==> config.mk <==
export PLATFORM = sky130hd
export DESIGN_NAME = ip_tx_arbiter
export DESIGN_NICKNAME = d
export VERILOG_FILES = /design/src/rtl/ip_tx_arbiter.sv
export SDC_FILE = /design/constraint.sdc
export NUM_CORES = 1
export LEC_CHECK = 0
export ABC_CLOCK_PERIOD_IN_PS = 1500
export CORE_AREA = 2 2 153 155
export CTS_CLUSTER_DIAMETER = 60
export DETAILED_ROUTE_END_ITERATION = 16
export DIE_AREA = 0 0 155 157
export PLACE_DENSITY = 0.5
export SYNTH_ARGS = -nofsm -noshare
export SYNTH_HDL_FRONTEND = slang
export SYNTH_SLANG_ARGS = --single-unit
==> constraint.sdc <==
create_clock -name i_clk -period 1.5 [get_ports i_clk]
set_input_delay 0.375 -clock i_clk [delete_from_list [all_inputs] [get_ports i_clk]]
set_output_delay 0.375 -clock i_clk [all_outputs]
set_load 0.01 [all_outputs]
==> src/rtl/ip_tx_arbiter.sv <==
// rtl/ip_tx_arbiter.sv - packet-granular 2:1 AXIS arbiter in front of the IP TX datapath
// Optional per-source packet counters: define IP_TX_ARB_STATS_EN.
module ip_tx_arbiter #(
  parameter int P_PRIO_MODE = 0,
  parameter int P_USER_W    = 56
) (
  input  logic                i_clk,
  input  logic                i_rst,
  input  logic [63:0]         s0_axis_data,
  input  logic [P_USER_W-1:0] s0_axis_user,
  input  logic [7:0]          s0_axis_keep,
  input  logic                s0_axis_last,
  input  logic                s0_axis_valid,
  output logic                s0_axis_ready,
  input  logic [63:0]         s1_axis_data,
  input  logic [P_USER_W-1:0] s1_axis_user,
  input  logic [7:0]          s1_axis_keep,
  input  logic                s1_axis_last,
  input  logic                s1_axis_valid,
  output logic                s1_axis_ready,
  output logic [63:0]         m_axis_ip_data,
  output logic [P_USER_W-1:0] m_axis_ip_user,
  output logic [7:0]          m_axis_ip_keep,
  output logic                m_axis_ip_last,
  output logic                m_axis_ip_valid,
  input  logic                m_axis_ip_ready,
`ifdef IP_TX_ARB_STATS_EN
  output logic [15:0]         o_pkt_cnt0,
  output logic [15:0]         o_pkt_cnt1,
`endif
  output logic [1:0]          o_grant,
  output logic                o_busy
);

  typedef enum logic {S_IDLE, S_XFER} state_t;

  state_t              state;
  logic                rr_ptr;
  logic [P_USER_W-1:0] user_q;
  logic                pick1;
  logic                pkt_done;

  // rr_ptr names the source preferred on a tie; it only matters in round-robin mode.
  always_comb begin
    pick1 = s1_axis_valid & (~s0_axis_valid | ((P_PRIO_MODE == 0) & rr_ptr));
  end

  always_comb begin
    m_axis_ip_data  = '0;
    m_axis_ip_keep  = '0;
    m_axis_ip_last  = 1'b0;
    m_axis_ip_valid = 1'b0;
    s0_axis_ready   = 1'b0;
    s1_axis_ready   = 1'b0;
    m_axis_ip_user  = o_busy ? user_q : '0;
    if (o_grant[0]) begin
      m_axis_ip_data  = s0_axis_data;
      m_axis_ip_keep  = s0_axis_keep;
      m_axis_ip_last  = s0_axis_last;
      m_axis_ip_valid = s0_axis_valid;
      s0_axis_ready   = m_axis_ip_ready;
    end else if (o_grant[1]) begin
      m_axis_ip_data  = s1_axis_data;
      m_axis_ip_keep  = s1_axis_keep;
      m_axis_ip_last  = s1_axis_last;
      m_axis_ip_valid = s1_axis_valid;
      s1_axis_ready   = m_axis_ip_ready;
    end
  end

  assign pkt_done = m_axis_ip_valid & m_axis_ip_ready & m_axis_ip_last;

  always_ff @(posedge i_clk) begin
    if (i_rst) begin
      state   <= S_IDLE;
      o_grant <= 2'b00;
      o_busy  <= 1'b0;
      user_q  <= '0;
      rr_ptr  <= 1'b0;
`ifdef IP_TX_ARB_STATS_EN
      o_pkt_cnt0 <= 16'd0;
      o_pkt_cnt1 <= 16'd0;
`endif
    end else begin
      case (state)
        S_IDLE: begin
          if (s0_axis_valid | s1_axis_valid) begin
            state   <= S_XFER;
            o_busy  <= 1'b1;
            o_grant <= pick1 ? 2'b10 : 2'b01;
            user_q  <= pick1 ? s1_axis_user : s0_axis_user;
          end
        end
        S_XFER: begin
          if (pkt_done) begin
            state   <= S_IDLE;
            o_busy  <= 1'b0;
            o_grant <= 2'b00;
            rr_ptr  <= ~o_grant[1];
`ifdef IP_TX_ARB_STATS_EN
            if (o_grant[1]) o_pkt_cnt1 <= o_pkt_cnt1 + 16'd1;
            else            o_pkt_cnt0 <= o_pkt_cnt0 + 16'd1;
`endif
          end
        end
        default: state <= S_IDLE;
      endcase
    end
  end

endmodule

==> run_results.csv, run 1 <==
group,metric,value,unit
status,status,"finished, violations left",
status,violations,"setup timing",
clock_network,cts_buffers,9,
yosys,synth_edf_count,0,
grt,grt_start_max_net_pins,38,
cells_and_area,nets,1069,
yosys,synthTopCellsByArea,"dfxtp_1, a22o_1, a21o_1",
critical_path,crit_slowest_cell,"dfxtp_2",
floorplan,start_util,15.5,%
yosys,syn_nets,632,
yosys,synth_top_area_cell,"dfxtp_1",
clock_network,worstSkewPairLatency,0.33,ns
yosys,synth_warnings,0,
detailed_routing,vias,4991,
critical_path,cp_num_buf_inv,4,
detailed_routing,dr.pass1.iters,4,
power,power.total,6.21,mW
clock_network,cts-htree-levels,3,
floorplan,die_w,155,µm
yosys,synth.most_common_cell,"a22o_1",
timing,worstMarginPinSlew,0.218,ns
power,powerDensity,686,nW/µm²
yosys,synth_ff_type,"dfxtp_1",
cells_and_area,fin_util,40.2,%
cells_and_area,final_cells,1098,
floorplan,core.rowCount,55,
critical_path,path_cells,"nor2b_4 -> buf_12 -> buf_12 -> buf_16 -> a22o_4 -> buf_6",
cells_and_area,fill_cells,2234,
yosys,synthCells,369,
grt,antenna_found_initial,4,
critical_path,path_class,"flop to primary output",
clock_network,cts-root-buf,"clkbuf_16",
yosys,syn-cell-area,3480,µm²
grt,grt.total_usage,18.2,%
run,maxCapViolations,0,
detailed_routing,drt_wl_total,23400,µm
critical_path,crit_top_cell,"buf_12",
detailed_routing,drt_iter0_markers,286,
placement,io_buffer_count,397,
timing,hold_violations,0,
critical_path,cp-start-kind,"flop",
timing,fin_crit_sh,127,%
yosys,synth_seq_area_share,35.1,%
critical_path,r2r_slack,-0.02,ns
critical_path,critPathMaxFanout,8,
critical_path,crit_required,1.12,ns
critical_path,critPathTopFamily,"buffers and inverters",
cells_and_area,regArea,1230,µm²
power,peakVddDrop,0.000550,V
timing,finalSetupViolations,133,
cells_and_area,multi_input_area,2250,µm²
clock_network,ctsLongestPathBuffers,2,
grt,grt_first_pass_wirelength,32900,µm
critical_path,crit_path_end_kind,"primary output",
timing,slew_headroom,85.5,%
floorplan,io_pins,398,
yosys,ys_types,24,
timing,max_freq,524,MHz
detailed_routing,wl_per_cell,21.3,µm
power,p_leak,4.30,nW
critical_path,cp.arrival,1.53,ns
placement,dpl_cell_area,7980,µm²
floorplan,die_y,157,µm
timing,period_needed,1.91,ns
hold_path,holdCritPathClass,"flop to flop",
detailed_routing,via_per_inst,4.55,
floorplan,dieArea,24300,µm²
cells_and_area,final_layout_size_suffix_gt1_share,34.8,%
yosys,synth_area_per_cell,9.44,µm²
placement,gp_congestion,1.04,
timing,rsz0062_at_grt,"true",
clock_network,clkSinkCount,61,
detailed_routing,drc,0,
cells_and_area,syn2layout_area_growth,160,%
yosys,synth_top_area_share,35.1,%
clock_network,clk_pin_slew_worst_paths,0.05,ns
yosys,ys_async_sr_fraction,0,%
timing,fin_skew,0.00622,ns
grt,grt-ovfl-total,0,
placement,dp_hpwl,16400,µm
timing,finalMaxSlewViolations,0,
critical_path,critPathMaxStageDelay,0.31,ns
placement,place_inst,1037,
timing,fin_ws,-0.410,ns
clock_network,cts_tree,"built",
floorplan,core_area,22500,µm²
cells_and_area,final_area,9040,µm²
detailed_routing,antenna_left,0,
yosys,synth.top_cells.by_count,"a22o_1, dfxtp_1, and2_1",
yosys,synth_seq_cells,61,
grt,grt_pass1_vias,5221,
layout make-up:
class                           instances  share of cell area [%]
Antenna cell                            2                  0.0553
Multi-Input combinational cell        268                    24.9
Clock buffer                           11                    2.57
Sequential cell                        61                    13.6
Timing Repair Buffer                  466                    54.7
Tap cell                              285                    3.94
Clock inverter                          5                   0.304
flip-flops by register name, indices dropped and copies added (netlist names):
name,count
user_q,56
o_busy,1
rr_ptr,1
o_grant,2
state,1
where the power goes:
part | internal, mW | leakage [nW] | total (mW) | switching (mW)
sequential | 1.75 | 0.504 | 1.84 | 0.0867
combinational | 1.62 | 3.67 | 2.47 | 0.850
clock | 1.11 | 0.129 | 1.90 | 0.792
total | 4.48 | 4.30 | 6.21 | 1.73
tightest hold or removal path: stages, from the launching register on:
cell	delay (ns)
dfxtp_1	0.32
a22o_1	0.14
a21o_1	0.07
cells in the final DEF (no fill, tap or decap), drive strengths merged:
cell type / Yosys / layout
nor3: 2 / 2
a21o: 56 / 56
a21oi: 1 / 1
clkdlybuf4s50: 0 / 259
dlygate4sd2: 0 / 3
clkbuf: 13 / 12
nand3: 1 / 1
a22o: 129 / 129
buf: 27 / 201
a31o: 1 / 1
clkdlybuf4s15: 0 / 2
nor2b: 1 / 1
nand2b: 4 / 4
diode: 0 / 2
dfxtp: 61 / 61
and3: 1 / 1
nor2: 2 / 2
o21bai: 1 / 1
nand4: 1 / 1
nand2: 5 / 5
o21ai: 3 / 3
or3: 1 / 1
clkinvlp: 0 / 1
and2: 58 / 58
o21ba: 1 / 1
clkinv: 0 / 4
logic make-up (layout without fill, tap and decap cells):
logic type             count (synthesis)  count (layout)  share of synthesized area, %
AO/OA/AOI/OAI                        192             192                          45.8
AND/OR/NAND/NOR                       76              76                          13.3
flip-flops                            61              61                          35.1
buffers and inverters                 40             482                          5.86
other                                  0               2                             0
stage by stage:
stage               TNS, ns  hold WS, ns  worst slack, ns
global placement     -61.87        0.514           -0.548
CTS                  -37.46        0.548           -0.427
detailed placement   -62.75        0.532           -0.558
global route         -41.46        0.576           -0.455
finish               -34.47        0.556           -0.410
floorplan                 0        0.454           0.0202
final timing paths:
kind / from / to / cells after the start
setup / recovery: o_grant[1] / m_axis_ip_data[9] / 6
hold reg to reg: user_q[19] / user_q[19] / 2
setup reg to reg: o_grant[0] / rr_ptr / 7
hold / removal: user_q[19] / user_q[19] / 2
metal layers:
layer  vias up  part of all wire, %  track usage (%)
met1      2411                   38             20.0
met3        42                  8.7             6.50
met4         4                  3.0             5.42
met2       245                   50             33.0
met5         -                 0.13                0
li1       2289                    -                -
timing repair:
action / 4_1_cts / 5_1_grt
hold buffers: 0 / 0
gates cloned: 15 / 1
gates resized for setup: 710 / 25
setup endpoints to repair: 196 / 141
setup buffers: 27 / 0
pin swaps: 17 / 7
Power figures use the tool's default switching activity.
==> run 2, diff against run 1 <==
Settings changed: CAP_MARGIN set to 20.
==> results of run 2 <==
No change in the layout: final DEF, timing and power equal those of run 1.
==> run 3, diff against run 2 <==
--- a/config.mk
+++ b/config.mk
@@ -10,3 +10,3 @@
 export CORE_AREA = 2 2 153 155
-export CTS_CLUSTER_DIAMETER = 60
+export CTS_CLUSTER_DIAMETER = 50
 export DETAILED_ROUTE_END_ITERATION = 16
==> constraint.sdc (replaced) <==
create_clock -name i_clk -period 1.5 [get_ports i_clk]
set_input_delay 0.3 -clock i_clk [delete_from_list [all_inputs] [get_ports i_clk]]
set_output_delay 0.3 -clock i_clk [all_outputs]
set_load 0.01 [all_outputs]
==> run 3 against run 2 <==
The run still ends with setup timing left; sequential share of layout area up 0.26 points; critical path depth down 1; clock power up 3%; clock skew down 0.0012 ns; power down 0.60%; design area down 1.9%; worst hold slack worse by 0.068 ns; global-route usage up 1.3 points; maximum frequency up 6.9%; flip-flop and latch count unchanged; die area unchanged; largest cell class unchanged.
==> run_results.csv, run 3 (synthesized netlist as in run 1, its figures left out) <==
group,metric,value,unit
status,status,"finished, violations left",
status,violations,"setup timing",
power,power.total,6.17,mW
hold_path,hp-start,"s0_axis_valid",
grt,grt_start_max_net_pins,34,
cells_and_area,final_area,8880,µm²
run,maxCapViolations,0,
cells_and_area,top_regs,"user_q: 56 flops, o_grant: 2 flops",
cells_and_area,largest_reg_flops,56,
timing,finalMaxSlewViolations,0,
timing,worstMarginPinSlew,0.243,ns
critical_path,crit_required,1.20,ns
floorplan,core.rowCount,55,
timing,fin_skew,0.00498,ns
timing,period_needed,1.79,ns
critical_path,critPathMaxFanout,8,
detailed_routing,dr.pass1.iters,4,
cells_and_area,top_register,"user_q",
floorplan,die_y,157,µm
grt,grt_pass1_vias,5272,
timing,tns,-20.35,ns
cells_and_area,syn2layout_area_growth,155,%
grt,grt-ovfl-total,0,
clock_network,cts_hold_buffers,0,
power,internal-power,4.45,mW
detailed_routing,wl_per_cell,22.7,µm
clock_network,cts-htree-levels,3,
power,seq_power_share,29.7,%
critical_path,crit_path_end_kind,"primary output",
cells_and_area,final_cells,1095,
timing,fin_crit_sh,119,%
critical_path,ff2ff_path_depth,7,
timing,hold_violations,0,
floorplan,start_util,15.5,%
grt,grt.total_usage,19.5,%
detailed_routing,via_per_inst,4.55,
timing,max_freq,560,MHz
clock_network,clk_pin_slew_worst_paths,0.06,ns
hold_path,worstHoldPathCells,4,
detailed_routing,vias,4978,
timing,rsz0062_at_grt,"true",
floorplan,core_area,22500,µm²
power,p_switching,1.71,mW
timing,fin_ws,-0.286,ns
power,peakVddDrop,0.000421,V
clock_network,cts_buffers,9,
timing,slew_headroom,83.8,%
placement,dpl_cell_area,7950,µm²
clock_network,cts-root-buf,"clkbuf_16",
critical_path,timing.rr.start,"o_grant[0]",
critical_path,cp-start-kind,"flop",
placement,io_buffer_count,397,
cells_and_area,layout_common_cells,"clkdlybuf4s50_1, a22o_1, buf_6",
clock_network,clkSinkCount,61,
floorplan,die_w,155,µm
critical_path,startpoint,"o_grant[0]",
critical_path,path_class,"flop to primary output",
cells_and_area,nets,1059,
placement,gp_congestion,0.945,
critical_path,cp.arrival,1.49,ns
clock_network,worstSkewPairLatency,0.33,ns
power,combPwrFrac,38.5,%
detailed_routing,drc,0,
power,powerDensity,695,nW/µm²
cells_and_area,final_common_cell,"clkdlybuf4s50_1",
grt,antenna_found_initial,13,
detailed_routing,drt_wl_total,24900,µm
floorplan,dieArea,24300,µm²
clock_network,ctsLongestPathBuffers,2,
detailed_routing,antenna_left,0,
timing,finalSetupViolations,131,
power,switching_share,27.8,%
cells_and_area,final_layout_size_suffix_gt1_share,35.2,%
power,p_leak,4.22,nW
placement,dp_hpwl,18900,µm
floorplan,io_pins,398,
hold_path,holdCritPathClass,"input port to flop",
placement,place_inst,1035,
power,clockPowerShare,31.8,%
clock_network,cts_tree,"built",
detailed_routing,drt_iter0_markers,260,
grt,grt_first_pass_wirelength,34400,µm
run 3: routing by layer:
layer / global-route usage [%] / vias up / part of all wire [%]
li1: - / 2286 / -
met1: 21.0 / 2380 / 38
met2: 33.7 / 266 / 49
met3: 8.34 / 36 / 10
met4: 8.47 / 10 / 2.3
met5: 0 / - / 0.25
run 3: final timing paths:
check                        to  slack, ns
max          m_axis_ip_data[43]      -0.29
min                       state       0.49
max reg2reg              rr_ptr      -0.02
min reg2reg              rr_ptr       0.53
run 3: per-stage QoR:
stage	hold slack (ns)	util, %	worst slack, ns
3_3_place_gp	0.517	35.3	-0.421
3_5_place_dp	0.524	35.3	-0.436
5_1_grt	0.534	39.4	-0.329
6_report	0.487	39.4	-0.286
4_1_cts	0.521	38.1	-0.349
2_1_floorplan	0.379	-	0.00189
run 3: timing repair:
action	CTS	global route
gates cloned	10	3
endpoints found under the hold margin	0	0
gates resized for setup	665	80
buffers inserted	21	6
pin swaps	17	24
setup endpoints to repair	140	182
run 3: layout make-up:
| type | instances | area [µm²] |
|---|---|---|
| clock buffers | 10 | 239 |
| flip-flops and latches | 61 | 1230 |
| fillers | 2212 | 13600 |
| repair buffers | 456 | 4720 |
| multi-input cells | 268 | 2260 |
| diodes | 9 | 22.5 |
| clock inverters | 6 | 38.8 |
| well taps | 285 | 357 |
run 3: critical path: stages (launching register included):
cell	delay [ns]
dfxtp_4	0.36
buf_12	0.14
buf_12	0.14
buf_12	0.13
a22o_1	0.23
buf_2	0.15
run 3: power groups by stage:
stage	Sequential, mW	Clock [mW]	Combinational, mW
2_1_floorplan	1.83	0	0.644
3_3_place_gp	1.84	0	2.00
3_5_place_dp	1.85	0	2.02
4_1_cts	1.82	2.03	2.28
5_1_grt	1.84	2.10	2.51
6_report	1.83	1.96	2.38
